**src/rtl/muldiv_sequencer_pkg.sv**
```systemverilog
// Shared SPECIAL funct codes and decode helpers for the HI/LO multiply/divide unit.
package muldiv_sequencer_pkg;

    localparam logic [5:0] SPECIAL_MFHI  = 6'h10;
    localparam logic [5:0] SPECIAL_MTHI  = 6'h11;
    localparam logic [5:0] SPECIAL_MFLO  = 6'h12;
    localparam logic [5:0] SPECIAL_MTLO  = 6'h13;
    localparam logic [5:0] SPECIAL_MULT  = 6'h18;
    localparam logic [5:0] SPECIAL_MULTU = 6'h19;
    localparam logic [5:0] SPECIAL_DIV   = 6'h1A;
    localparam logic [5:0] SPECIAL_DIVU  = 6'h1B;

    // Any funct that touches HI/LO must wait for an in-flight iteration.
    function automatic logic is_hilo_op(input logic [5:0] funct);
        return funct inside {SPECIAL_MFHI, SPECIAL_MTHI, SPECIAL_MFLO, SPECIAL_MTLO,
                             SPECIAL_MULT, SPECIAL_MULTU, SPECIAL_DIV, SPECIAL_DIVU};
    endfunction

endpackage

```
**src/rtl/muldiv_iter_datapath.sv**
```systemverilog
// One-bit-per-cycle datapath: shift-add multiply or restoring divide on magnitudes.
module muldiv_iter_datapath #(
    parameter int WIDTH = 32
) (
    input  logic             clk,
    input  logic             rst_n,
    input  logic             load,
    input  logic             step,
    input  logic             is_div,
    input  logic [WIDTH-1:0] a_in,
    input  logic [WIDTH-1:0] b_in,
    output logic [WIDTH-1:0] hi,
    output logic [WIDTH-1:0] lo
);

    logic [WIDTH:0]   hi_r;
    logic [WIDTH-1:0] lo_r;
    logic [WIDTH:0]   b_r;
    logic [WIDTH:0]   mul_sum;
    logic [WIDTH:0]   div_shift;
    logic [WIDTH:0]   div_diff;
    logic             div_ge;

    // Multiply: {carry, hi, lo} shifts right; lo starts as multiplier.
    // Divide: {hi, lo} shifts left; lo collects quotient bits, hi holds remainder.
    always_comb begin
        mul_sum   = hi_r + (lo_r[0] ? b_r : '0);
        div_shift = {hi_r[WIDTH-1:0], lo_r[WIDTH-1]};
        div_ge    = (div_shift >= b_r);
        div_diff  = div_shift - b_r;
    end

    always_ff @(posedge clk or negedge rst_n) begin
        if (!rst_n) begin
            hi_r <= '0;
            lo_r <= '0;
            b_r  <= '0;
        end else if (load) begin
            hi_r <= '0;
            lo_r <= a_in;
            b_r  <= {1'b0, b_in};
        end else if (step) begin
            if (is_div) begin
                hi_r <= div_ge ? div_diff : div_shift;
                lo_r <= {lo_r[WIDTH-2:0], div_ge};
            end else begin
                hi_r <= {1'b0, mul_sum[WIDTH:1]};
                lo_r <= {mul_sum[0], lo_r[WIDTH-1:1]};
            end
        end
    end

    assign hi = hi_r[WIDTH-1:0];
    assign lo = lo_r;

endmodule

```
**src/rtl/muldiv_sequencer.sv**
```systemverilog
// Multi-cycle MULT/DIV sequencer owning HI/LO; stalls HI/LO ops while iterating.
module muldiv_sequencer
    import muldiv_sequencer_pkg::*;
#(
    parameter int WIDTH = 32
) (
    input  logic             w_clock,
    input  logic             w_reset_n,
    input  logic             w_start,
    input  logic [5:0]       w_op_code_6,
    input  logic [WIDTH-1:0] w_input1_x,
    input  logic [WIDTH-1:0] w_input2_x,
    output logic             w_stall,
    output logic             w_busy,
    output logic             w_done,
    output logic             w_div_by_zero,
    output logic [WIDTH-1:0] w_result_x,
    output logic [WIDTH-1:0] w_hi_x,
    output logic [WIDTH-1:0] w_lo_x
);

    typedef enum logic [1:0] {IDLE, RUN, FIX} state_t;
    localparam int CNT_W = $clog2(WIDTH);

    state_t             state, next_state;
    logic [CNT_W-1:0]   cnt;
    logic [WIDTH-1:0]   hi_reg, lo_reg, dp_hi, dp_lo;
    logic               op_div_r, dbz_r, neg_q_r, neg_r_r;
    logic               is_mul, is_div, is_signed, dbz_start, accept;
    logic [WIDTH-1:0]   abs1, abs2, a_ld, b_ld;
    logic [2*WIDTH-1:0] prod_fix;
    logic [WIDTH-1:0]   quot_fix, rem_fix;

    always_comb begin
        is_mul    = (w_op_code_6 == SPECIAL_MULT) || (w_op_code_6 == SPECIAL_MULTU);
        is_div    = (w_op_code_6 == SPECIAL_DIV)  || (w_op_code_6 == SPECIAL_DIVU);
        is_signed = (w_op_code_6 == SPECIAL_MULT) || (w_op_code_6 == SPECIAL_DIV);
        dbz_start = is_div && (w_input2_x == '0);
        abs1      = w_input1_x[WIDTH-1] ? -w_input1_x : w_input1_x;
        abs2      = w_input2_x[WIDTH-1] ? -w_input2_x : w_input2_x;
        // Divide-by-zero keeps raw rs in the datapath so FIX can copy it to HI.
        a_ld      = (is_signed && !dbz_start) ? abs1 : w_input1_x;
        b_ld      = is_signed ? abs2 : w_input2_x;
    end

    always_comb begin
        next_state    = state;
        accept        = 1'b0;
        w_busy        = (state != IDLE);
        w_done        = (state == FIX);
        w_div_by_zero = (state == FIX) && dbz_r;
        w_stall       = (state != IDLE) && w_start && is_hilo_op(w_op_code_6);
        case (state)
            IDLE: if (w_start && (is_mul || is_div)) begin
                accept     = 1'b1;
                next_state = dbz_start ? FIX : RUN;
            end
            RUN:  if (cnt == '0) next_state = FIX;
            FIX:  next_state = IDLE;
            default: next_state = IDLE;
        endcase
    end

    always_ff @(posedge w_clock or negedge w_reset_n) begin
        if (!w_reset_n) state <= IDLE;
        else            state <= next_state;
    end

    muldiv_iter_datapath #(.WIDTH(WIDTH)) u_dp (
        .clk    (w_clock),
        .rst_n  (w_reset_n),
        .load   (accept),
        .step   (state == RUN),
        .is_div (op_div_r),
        .a_in   (a_ld),
        .b_in   (b_ld),
        .hi     (dp_hi),
        .lo     (dp_lo)
    );

    always_comb begin
        prod_fix = neg_q_r ? -{dp_hi, dp_lo} : {dp_hi, dp_lo};
        quot_fix = neg_q_r ? -dp_lo : dp_lo;
        rem_fix  = neg_r_r ? -dp_hi : dp_hi;
    end

    always_ff @(posedge w_clock or negedge w_reset_n) begin
        if (!w_reset_n) begin
            cnt      <= '0;
            op_div_r <= 1'b0;
            dbz_r    <= 1'b0;
            neg_q_r  <= 1'b0;
            neg_r_r  <= 1'b0;
            hi_reg   <= '0;
            lo_reg   <= '0;
        end else begin
            if (accept) begin
                cnt      <= CNT_W'(WIDTH - 1);
                op_div_r <= is_div;
                dbz_r    <= dbz_start;
                neg_q_r  <= is_signed && (w_input1_x[WIDTH-1] ^ w_input2_x[WIDTH-1]);
                neg_r_r  <= is_signed && w_input1_x[WIDTH-1];
            end else if (state == RUN && cnt != '0) begin
                cnt <= cnt - 1'b1;
            end

            if (state == FIX) begin
                if (dbz_r) begin
                    hi_reg <= dp_lo;
                    lo_reg <= '1;
                end else if (op_div_r) begin
                    hi_reg <= rem_fix;
                    lo_reg <= quot_fix;
                end else begin
                    {hi_reg, lo_reg} <= prod_fix;
                end
            end else if (state == IDLE && w_start) begin
                if (w_op_code_6 == SPECIAL_MTHI) hi_reg <= w_input1_x;
                if (w_op_code_6 == SPECIAL_MTLO) lo_reg <= w_input1_x;
            end
        end
    end

    assign w_result_x = (w_op_code_6 == SPECIAL_MFHI) ? hi_reg :
                        (w_op_code_6 == SPECIAL_MFLO) ? lo_reg : '0;
    assign w_hi_x = hi_reg;
    assign w_lo_x = lo_reg;

endmodule

```
**config.mk**
```make
export PLATFORM = sky130hd
export DESIGN_NAME = muldiv_sequencer
export DESIGN_NICKNAME = d
export VERILOG_FILES = /design/src/rtl/muldiv_sequencer_pkg.sv /design/src/rtl/muldiv_iter_datapath.sv /design/src/rtl/muldiv_sequencer.sv
export SDC_FILE = /design/constraint.sdc
export NUM_CORES = 1
export LEC_CHECK = 0
export ABC_CLOCK_PERIOD_IN_PS = 4700
export BUFFER_PORTS_ARGS = -buffer_cell sky130_fd_sc_hd__buf_2
export CORE_ASPECT_RATIO = 0.6
export CORE_MARGIN = 3
export CORE_UTILIZATION = 40
export DETAILED_ROUTE_END_ITERATION = 16
export GPL_TIMING_DRIVEN = 0
export PLACE_DENSITY = 0.59
export SETUP_SLACK_MARGIN = 0.4
export SLEW_MARGIN = 20
export SYNTH_ARGS = -nofsm -noshare
export SYNTH_HDL_FRONTEND = slang
export SYNTH_HIERARCHICAL = 1
export SYNTH_SLANG_ARGS = --single-unit
```
**constraint.sdc**
```tcl
create_clock -name w_clock -period 4.7 [get_ports w_clock]
set_input_delay 0.47 -clock w_clock [delete_from_list [all_inputs] [get_ports w_clock]]
set_output_delay 0.47 -clock w_clock [all_outputs]
set_load 0.01 [all_outputs]
```
# Yosys cells after proc, flatten, opt, wreduce, memory -nomap -nowiden
# Index checks and enable logic that the tools add are counted.
# Widths: inputs -> output; s select.
totals:
  regBits: 172
  out_inout_bits: 100
  word_cells: 97
op_classes:
  mux: 35
  reduce_logical: 29
  n_eq_ne: 12
  addsub: 8
  bitwise_logic: 1
  magnitude_cmp: 1
op_table:
  columns: ["op", "count"]
  rows:
  - ["$mux 32", 22]
  - ["$mux 33", 4]
  - ["$neg 32->32", 4]
  - ["$mux 64", 1]
  - ["$neg 64->64", 1]
  - ["$eq 6x5->1 const B", 8]
  - ["$add 33x33->33", 1]
  - ["$ge 33x32->1", 1]
  - ["$sub 33x32->33", 1]
  - ["$logic_not 32->1", 1]
  - ["$reduce_bool 2->1", 6]
  - ["$logic_and 1x1->1", 10]
  - ["$mux 5", 2]
  - ["$reduce_bool 8->1", 1]
  - ["$mux 2", 3]
  - ["$reduce_and 2->1", 3]
  - ["$logic_not 5->1", 1]
  - ["$reduce_bool 5->1", 1]
  - ["$sub 5x1->5 const B", 1]
  - ["$logic_or 1x1->1", 4]
  - ["$ne 2x2->1 const B", 2]
  - ["$pmux 2 s2", 1]
  - ["$eq 2x1->1 const B", 1]
  - ["$eq 2x2->1 const B", 1]
  - ["other kinds (4)", 5]

# Depth between registers and ports, before layout
# Gate-level depths: netlist of run 1.
logic_depth:
  ltp_word: 7
  depth_mapped: 14
  mapped_depth_nobuf: 13

# Modules after synthesis
# Netlist of run 1, hierarchy kept.
by_module_without_submodules:
  columns: ["module", "n_inst", "area_per_inst_um2", "seq_area_each_um2", "cells_per_inst"]
  rows:
  - ["muldiv_iter_datapath", 1, 8792.2, 2427.3, 1119]
  - ["muldiv_sequencer", 1, 7208.2, 1876.8, 948]

# Worst setup path before layout of run 1
# No wires, ideal clock.
synth_timing:
  path_kind: "register -> register"
  start: "register u_dp.lo_r[0] (netlist: u_dp/lo[0])"
  end: "register u_dp.hi_r[31]"
  setup_slack_ns: 1.673
  n_path_buf: 1
  t_required_ns: 4.574
  path_stages_with_launch: 15
  arrival_time_ns: 2.902
  synth_period_minus_slack_ns: 3.027
  setup_time_ns: 0.126
  path_cell_list: "dfrtp_1 > clkbuf_1 > and2_1 > ha_1 > inv_1 > fa_1 > nor2b_1 > o31a_1 > o2111ai_2 > a21oi_2 > o31ai_4 > o21ai_2 > a2111o_1 > a21oi_2 > o41ai_2"
synth_between:
  elab_chain_len: 5
synth_rtl:
  columns: ["element", "line", "text"]
  rows:
  - ["start, declared", "muldiv_iter_datapath.sv:17", "logic [WIDTH-1:0] lo_r;"]
  - ["start signal, assigned", "muldiv_iter_datapath.sv:40", "lo_r <= a_in;"]
  - ["start signal, assigned", "muldiv_iter_datapath.sv:45", "lo_r <= {lo_r[WIDTH-2:0], div_ge};"]
  - ["start signal, assigned", "muldiv_iter_datapath.sv:48", "lo_r <= {mul_sum[0], lo_r[WIDTH-1:1]};"]
  - ["$mux 32", "muldiv_iter_datapath.sv:27", "mul_sum = hi_r + (lo_r[0] ? b_r : '0);"]
  - ["$add 33x33->33", "muldiv_iter_datapath.sv:27", null]
  - ["$mux 33", "muldiv_iter_datapath.sv:43", "if (is_div) begin"]
  - ["$mux 33", "muldiv_iter_datapath.sv:42", "end else if (step) begin"]
  - ["$mux 33", "muldiv_iter_datapath.sv:38", "end else if (load) begin"]
  - ["end signal, assigned", "muldiv_iter_datapath.sv:44", "hi_r <= div_ge ? div_diff : div_shift;"]
  - ["end signal, assigned", "muldiv_iter_datapath.sv:47", "hi_r <= {1'b0, mul_sum[WIDTH:1]};"]
  - ["end, declared", "muldiv_iter_datapath.sv:16", "logic [WIDTH:0] hi_r;"]
# Every way passes these cells. The select of a mux whose other input is x is not followed.
# A chain may end at the register's enable or synchronous reset.

# Worst setup path in the final report of run 1
# Same ends and word-level chain as after synthesis.

==> results of run 1 <==
[worst paths after layout]
kind,from,endpoint,slack [ns],depth (start not counted)
max,u_dp/lo[0],u_dp/hi_r[31],0.61,13
min,w_start,state[1],0.27,3
max reg2reg,u_dp/lo[0],u_dp/hi_r[31],0.61,13
min reg2reg,w_lo_x[16],w_lo_x[16],0.51,2
max in group asynchronous,w_reset_n,w_lo_x[9],3.46,3
min in group asynchronous,w_reset_n,u_dp/b_r[23],0.46,2
[per-stage QoR]
step	util, %	cells	total power, mW	setup WS [ns]	setup TNS [ns]
finish	46.5	2794	13.6	0.610	0
global placement	44.6	2760	11.5	-0.0139	-0.395
CTS	46.4	2794	13.2	0.480	0
detailed placement	44.8	2763	11.5	0.0208	0
global route	46.5	2794	14.5	0.441	0
floorplan	-	2067	8.68	1.67	0
[cell type report]
type	instances	area [µm²]	area share, %
Buffer	147	722	3.96
Clock buffer	19	443	2.43
Clock inverter	11	161	0.885
Inverter	69	259	1.42
Multi-Input combinational cell	1679	10700	59.0
Sequential cell	172	4310	23.6
Tap cell	522	653	3.58
Timing Repair Buffer	175	938	5.15
[power by group]
group	internal (mW)	switching, mW	leakage [nW]
Combinational	3.41	5.63	5.29
Sequential	2.01	0.921	1.89
Clock	0.858	0.729	0.286
Total	6.28	7.28	7.47
[layout by cell type, fill, tap and decap left out, types with 20 or more instances in the layout]
master / instances
dfrtp_1: 171
buf_4: 34
nor2_1: 156
nand3_1: 40
o211ai_1: 20
or3_1: 23
buf_2: 179
a31oi_1: 23
mux2i_1: 72
a211oi_1: 29
a21o_1: 27
nor3_1: 46
xnor2_1: 96
clkbuf_1: 90
nand2b_1: 23
nand2_1: 290
o21ai_0: 228
a21oi_1: 102
o31ai_1: 24
and2_1: 41
ha_1: 70
or4_1: 25
inv_1: 68
xor2_1: 60
a222oi_1: 20
[repair_timing]
item / in CTS / in global routing
hold buffers: 1 / 0
hold endpoints to repair: 26 / 0
endpoints found under the setup margin: 6 / 11
pin swaps: 0 / 0
gates resized for setup: 4 / 5
buffers inserted: 0 / 0
[logic make-up (layout without fill, tap and decap cells)]
logic type | count (synthesis) | in the layout | synth area share, %
mux | 75 | 75 | 4.72
simple gates | 747 | 747 | 22.4
xor+xnor | 156 | 156 | 8.54
compound gates | 629 | 629 | 25.7
flops | 172 | 172 | 26.9
buf+inv | 216 | 421 | 6.10
fa+ha+maj | 72 | 72 | 5.72
[critical path: stages (launching register included)]
cell and delay (ns):
dfrtp_2 0.53, clkbuf_2 0.33, and2_1 0.23, ha_1 0.26
clkbuf_1 0.31, nand2_1 0.22, nor3_1 0.52, nand3_1 0.17
a21oi_2 0.41, o31ai_4 0.16, o21ai_2 0.24, a2111o_1 0.19
a21oi_2 0.06, o41ai_2 0.36
[per-layer routing]
| metal | vias to the layer above | GRT usage (%) | part of all wire, % |
|---|---|---|---|
| li1 | 7848 | - | - |
| met5 | - | 0 | 0 |
| met3 | 67 | 18.1 | 16 |
| met4 | 0 | 5.82 | 1.2 |
| met2 | 1117 | 43.4 | 35 |
| met1 | 8628 | 56.0 | 47 |
==> out/qor.yml, run 1 <==
synth-seq-cells: 172
ys_seq_area_share_pct: 26.9
synth_common_cells: "nand2_1, o21ai_0, dfrtp_1, nor2_1, a21oi_1"
die_area_um2: 42500
fp-row-count: 56
critPathKind: "reg2reg"
hp-class: "in2reg"
clk_pin_slew_ns: 0.08
antennaDiodeCount: 0
worstPathArrival_ns: 4.45
async_flop_share_pct: 100
grt_util_all_layers_pct: 36.0
ioPinCount: 173
place_congestion: 1.04
synth_area_um2: 16000
min_period_over_period_pct: 87.0
power_density_nw_per_um2: 744
cts_tree: "built"
p_leak_nw: 7.47
cp-end-kind: "flop"
worst_pin_slew_ns: 1.14
grt_max_degree: 84
drc: 0
cts_max_level: 4
fin_nets: 2406
cap_viol_max_count: 0
fmax_mhz: 244
synth.area.top_cells: "dfrtp_1, o21ai_0, nand2_1, ha_1, xnor2_1"
insertion_delay_ns: 0.47
hold_ws_ns: 0.274
cts_buffers: 17
regMostFlops: "u_dp/hi_r"
syn_inst: 2067
io_buffer_count: 171
dr.pass1.iters: 8
status: "complete, no violations"
stdcell_area_um2: 18200
synth_area_per_cell_um2: 7.74
grt_overflow: 0
wl_um: 77800
synth_cell_type_count: 93
initialDrtViolationCount: 2592
grt_pass1_wl_um: 113000
wl_per_cell_um: 27.9
antenna_found_initial: 0
period_needed_ns: 4.09
core_area_um2: 39200
fill_cells: 4029
grt_setup_unrepaired: "no"
antenna_left: 0
hold_viol_final: 0
initial_core_util_pct: 40.8
drv_slew: 0
syn_nets: 2212
die_w_um: 264
clockBufferDepth: 2
setup_viol: 0
synth_top_area_share_pct: 26.9
drive_gt1_share_pct: 13.7
dieHeight_um: 161
placed_area_um2: 17600
synth_most_common_cell: "nand2_1"
largest_register_ffs: 33
synth_flop_cell: "dfrtp_1"
clock-sinks: 172
maxSlewHeadroom_pct: 24.2
clock-root-buffer: "clkbuf_16"
finClkSkew_ns: 0.0198
crit_fanout: 11
dp_hpwl_um: 62500
synth_top_area_cell: "dfrtp_1"
yosysWarnings: 6
viasPerCell: 6.32
ir_worst_vdd_uv: 329
synth-edff-count: 0
grt_pass1_vias: 16500
required_ns: 5.06
num_vias: 17700
areaGrowthSynthToFinish_pct: 13.9
start_kind: "flop"
(Power assumes the default switching activity.)
==> inputs of run 2 (changes only) <==
--- a/config.mk
+++ b/config.mk
@@ -7,12 +7,14 @@
 export LEC_CHECK = 0
 export ABC_CLOCK_PERIOD_IN_PS = 4700
 export BUFFER_PORTS_ARGS = -buffer_cell sky130_fd_sc_hd__buf_2
+export CELL_PAD_IN_SITES_DETAIL_PLACEMENT = 1
+export CELL_PAD_IN_SITES_GLOBAL_PLACEMENT = 2
 export CORE_ASPECT_RATIO = 0.6
 export CORE_MARGIN = 3
-export CORE_UTILIZATION = 40
+export CORE_UTILIZATION = 38
 export DETAILED_ROUTE_END_ITERATION = 16
 export GPL_TIMING_DRIVEN = 0
-export PLACE_DENSITY = 0.59
+export PLACE_DENSITY = 0.88
 export SETUP_SLACK_MARGIN = 0.4
 export SLEW_MARGIN = 20
 export SYNTH_ARGS = -nofsm -noshare
==> run 2 against run 1 <==
Via count increased by 2.4%; sequential cell count unchanged; worst setup slack got worse by 0.072 ns; hold slack improved by 0.012 ns; critical path depth unchanged; sequential power about the same; register-to-register slack got worse by 0.07 ns; die area increased by 5.1%; total power increased by 1.1%; routed wire length increased by 6.4%; maximum frequency decreased by 1.7%; count of clock-buffer cells in the layout decreased by 2; largest power group unchanged; highest routed layer unchanged.
==> out/qor.yml, run 2 (synthesized netlist as in run 1, its figures left out) <==
status: "complete, no violations"
drc: 0
num_vias: 18100
start_kind: "flop"
max_stage_delay_ns: 0.60
crit_fanout: 11
ir_worst_vdd_uv: 311
areaGrowthSynthToFinish_pct: 14.1
antenna_left: 0
antennaDiodeCount: 0
grt_overflow: 0
reg2regPathDepth: 13
regMostFlops: "u_dp/hi_r"
dieHeight_um: 165
clock-root-buffer: "clkbuf_16"
cts_max_level: 4
die_w_um: 271
drv_slew: 0
io_buffer_count: 171
cts_setup_buffers: 0
grt_pass1_vias: 17600
clk_pin_slew_ns: 0.09
fp-row-count: 57
dr.pass1.iters: 8
finClkSkew_ns: 0.0230
worstPathArrival_ns: 4.54
drive_gt1_share_pct: 13.8
hp-start: "w_start"
cap_viol_max_count: 0
grt_max_degree: 79
fmax_mhz: 240
crit_chain: "clkbuf_2 -> and2_1 -> ha_1 -> clkbuf_1 -> a21oi_1 -> a21boi_0 -> a2111oi_1 -> o221ai_2 -> a21oi_2 -> o21ai_0 -> a21oi_1 -> o21ai_0 -> a311oi_1"
cp_num_cells: 13
die_area_um2: 44700
worst_pin_slew_ns: 1.15
worst_slack_ns: 0.538
clockBufferDepth: 2
core_area_um2: 41000
power_density_nw_per_um2: 751
dp.cells: 2801
initialDrtViolationCount: 2364
cp_slowest_cell: "a2111oi_1"
wl_per_cell_um: 29.2
hold_ws_ns: 0.286
r2r-start: "u_dp/lo[0]"
placed_area_um2: 17600
stdcell_area_um2: 18300
fin_nets: 2406
cp-end-kind: "flop"
clock-sinks: 172
critical-path-top-delay-family: "compound AO/OA/AOI/OAI gates"
grt_setup_unrepaired: "yes"
hold_viol_final: 0
endpoint: "u_dp/hi_r[26]"
min_period_over_period_pct: 88.6
critPathKind: "reg2reg"
reg2reg_slack_ns: 0.54
largest_register_ffs: 33
setup_viol: 0
fill_cells: 5151
multiInputGateArea_um2: 10800
finalNonFillerCells: 2833
grt_pass1_wl_um: 120000
maxSlewHeadroom_pct: 23.4
viasPerCell: 6.38
layout.cells.most_common: "nand2_1"
cp_num_buf_inv: 2
wl_um: 82800
place_congestion: 1.01
cts_tree: "built"
post-place-ws_ns: 0.104
ioPinCount: 173
layout_common_cells: "nand2_1, o21ai_0, buf_2, dfrtp_1, nor2_1"
period_needed_ns: 4.16
cts_buffers: 17
grt_util_all_layers_pct: 36.5
seq_area_um2: 4310
initial_core_util_pct: 39.0
dp_hpwl_um: 67500
p_total_mw: 13.7
reg2reg_to: "u_dp/hi_r[26]"
required_ns: 5.07
startpoint: "u_dp/lo[0]"
antenna_found_initial: 2
insertion_delay_ns: 0.48
hp-class: "in2reg"
p_leak_nw: 7.47
-- run 2: cell count changes in the layout (fill, tap and decap cells not counted), moves of 2 or more --
cell	previous run	this run
inv_8	2	5
clkinv_4	1	3
clkinv_8	0	2
clkinvlp_4	3	1
bufinv_16	3	0
-- run 2: worst reg2reg max path, stage by stage, from the launching register on --
cell	delay (ns)
dfrtp_2	0.55
clkbuf_2	0.38
and2_1	0.20
ha_1	0.22
clkbuf_1	0.20
a21oi_1	0.18
a21boi_0	0.16
a2111oi_1	0.60
o221ai_2	0.38
a21oi_2	0.33
o21ai_0	0.17
a21oi_1	0.17
o21ai_0	0.22
a311oi_1	0.30
-- run 2: power breakdown --
part / switching, mW / leakage [nW] / total, mW / internal, mW
logic: 5.86 / 5.29 / 9.29 / 3.43
clock network: 0.806 / 0.280 / 1.52 / 0.710
registers: 0.897 / 1.89 / 2.91 / 2.01
-- run 2: repair_timing --
| action | 4_1_cts | 5_1_grt |
|---|---|---|
| hold buffers | 1 | 0 |
| hold endpoints to repair | 20 | 0 |
| pin swaps | 0 | 0 |
| setup endpoints to repair | 7 | 21 |
| resized for setup | 3 | 7 |
-- run 2: layout make-up --
cell class              instances  share of cell area, %
plain buffers                 147                   3.95
inverters                      69                   1.42
multi-input cells            1679                   58.9
clock buffers                  17                   2.33
repair buffers                175                   5.14
flip-flops and latches        172                   23.6
well taps                     560                   3.84
clock inverters                14                  0.816
-- run 2: worst min path at each step --
| stage | endpoint | cells after the start |
|---|---|---|
| 2_1_floorplan | cnt[0] | 0 |
| 3_3_place_gp | w_lo_x[30] | 2 |
| 3_5_place_dp | u_dp/hi_r[24] | 1 |
| 4_1_cts | state[1] | 3 |
| 5_1_grt | state[1] | 3 |
| 6_report | state[1] | 3 |
-- run 2: stage by stage --
| stage | setup TNS (ns) | utilization, % |
|---|---|---|
| detailed placement | 0 | 43.0 |
| CTS | 0 | 44.5 |
| global route | 0 | 44.5 |
| global placement | -4.73 | 42.8 |
| finish | 0 | 44.5 |
| floorplan | 0 | - |
-- run 2: routing by layer --
layer / vias up / GRT usage [%] / wire length, µm
met4: 0 / 7.22 / 1260
met1: 9190 / 56.4 / 40300
met5: - / 0 / 0
li1: 7840 / - / -
met2: 958 / 45.4 / 29700
met3: 94 / 15.2 / 11600
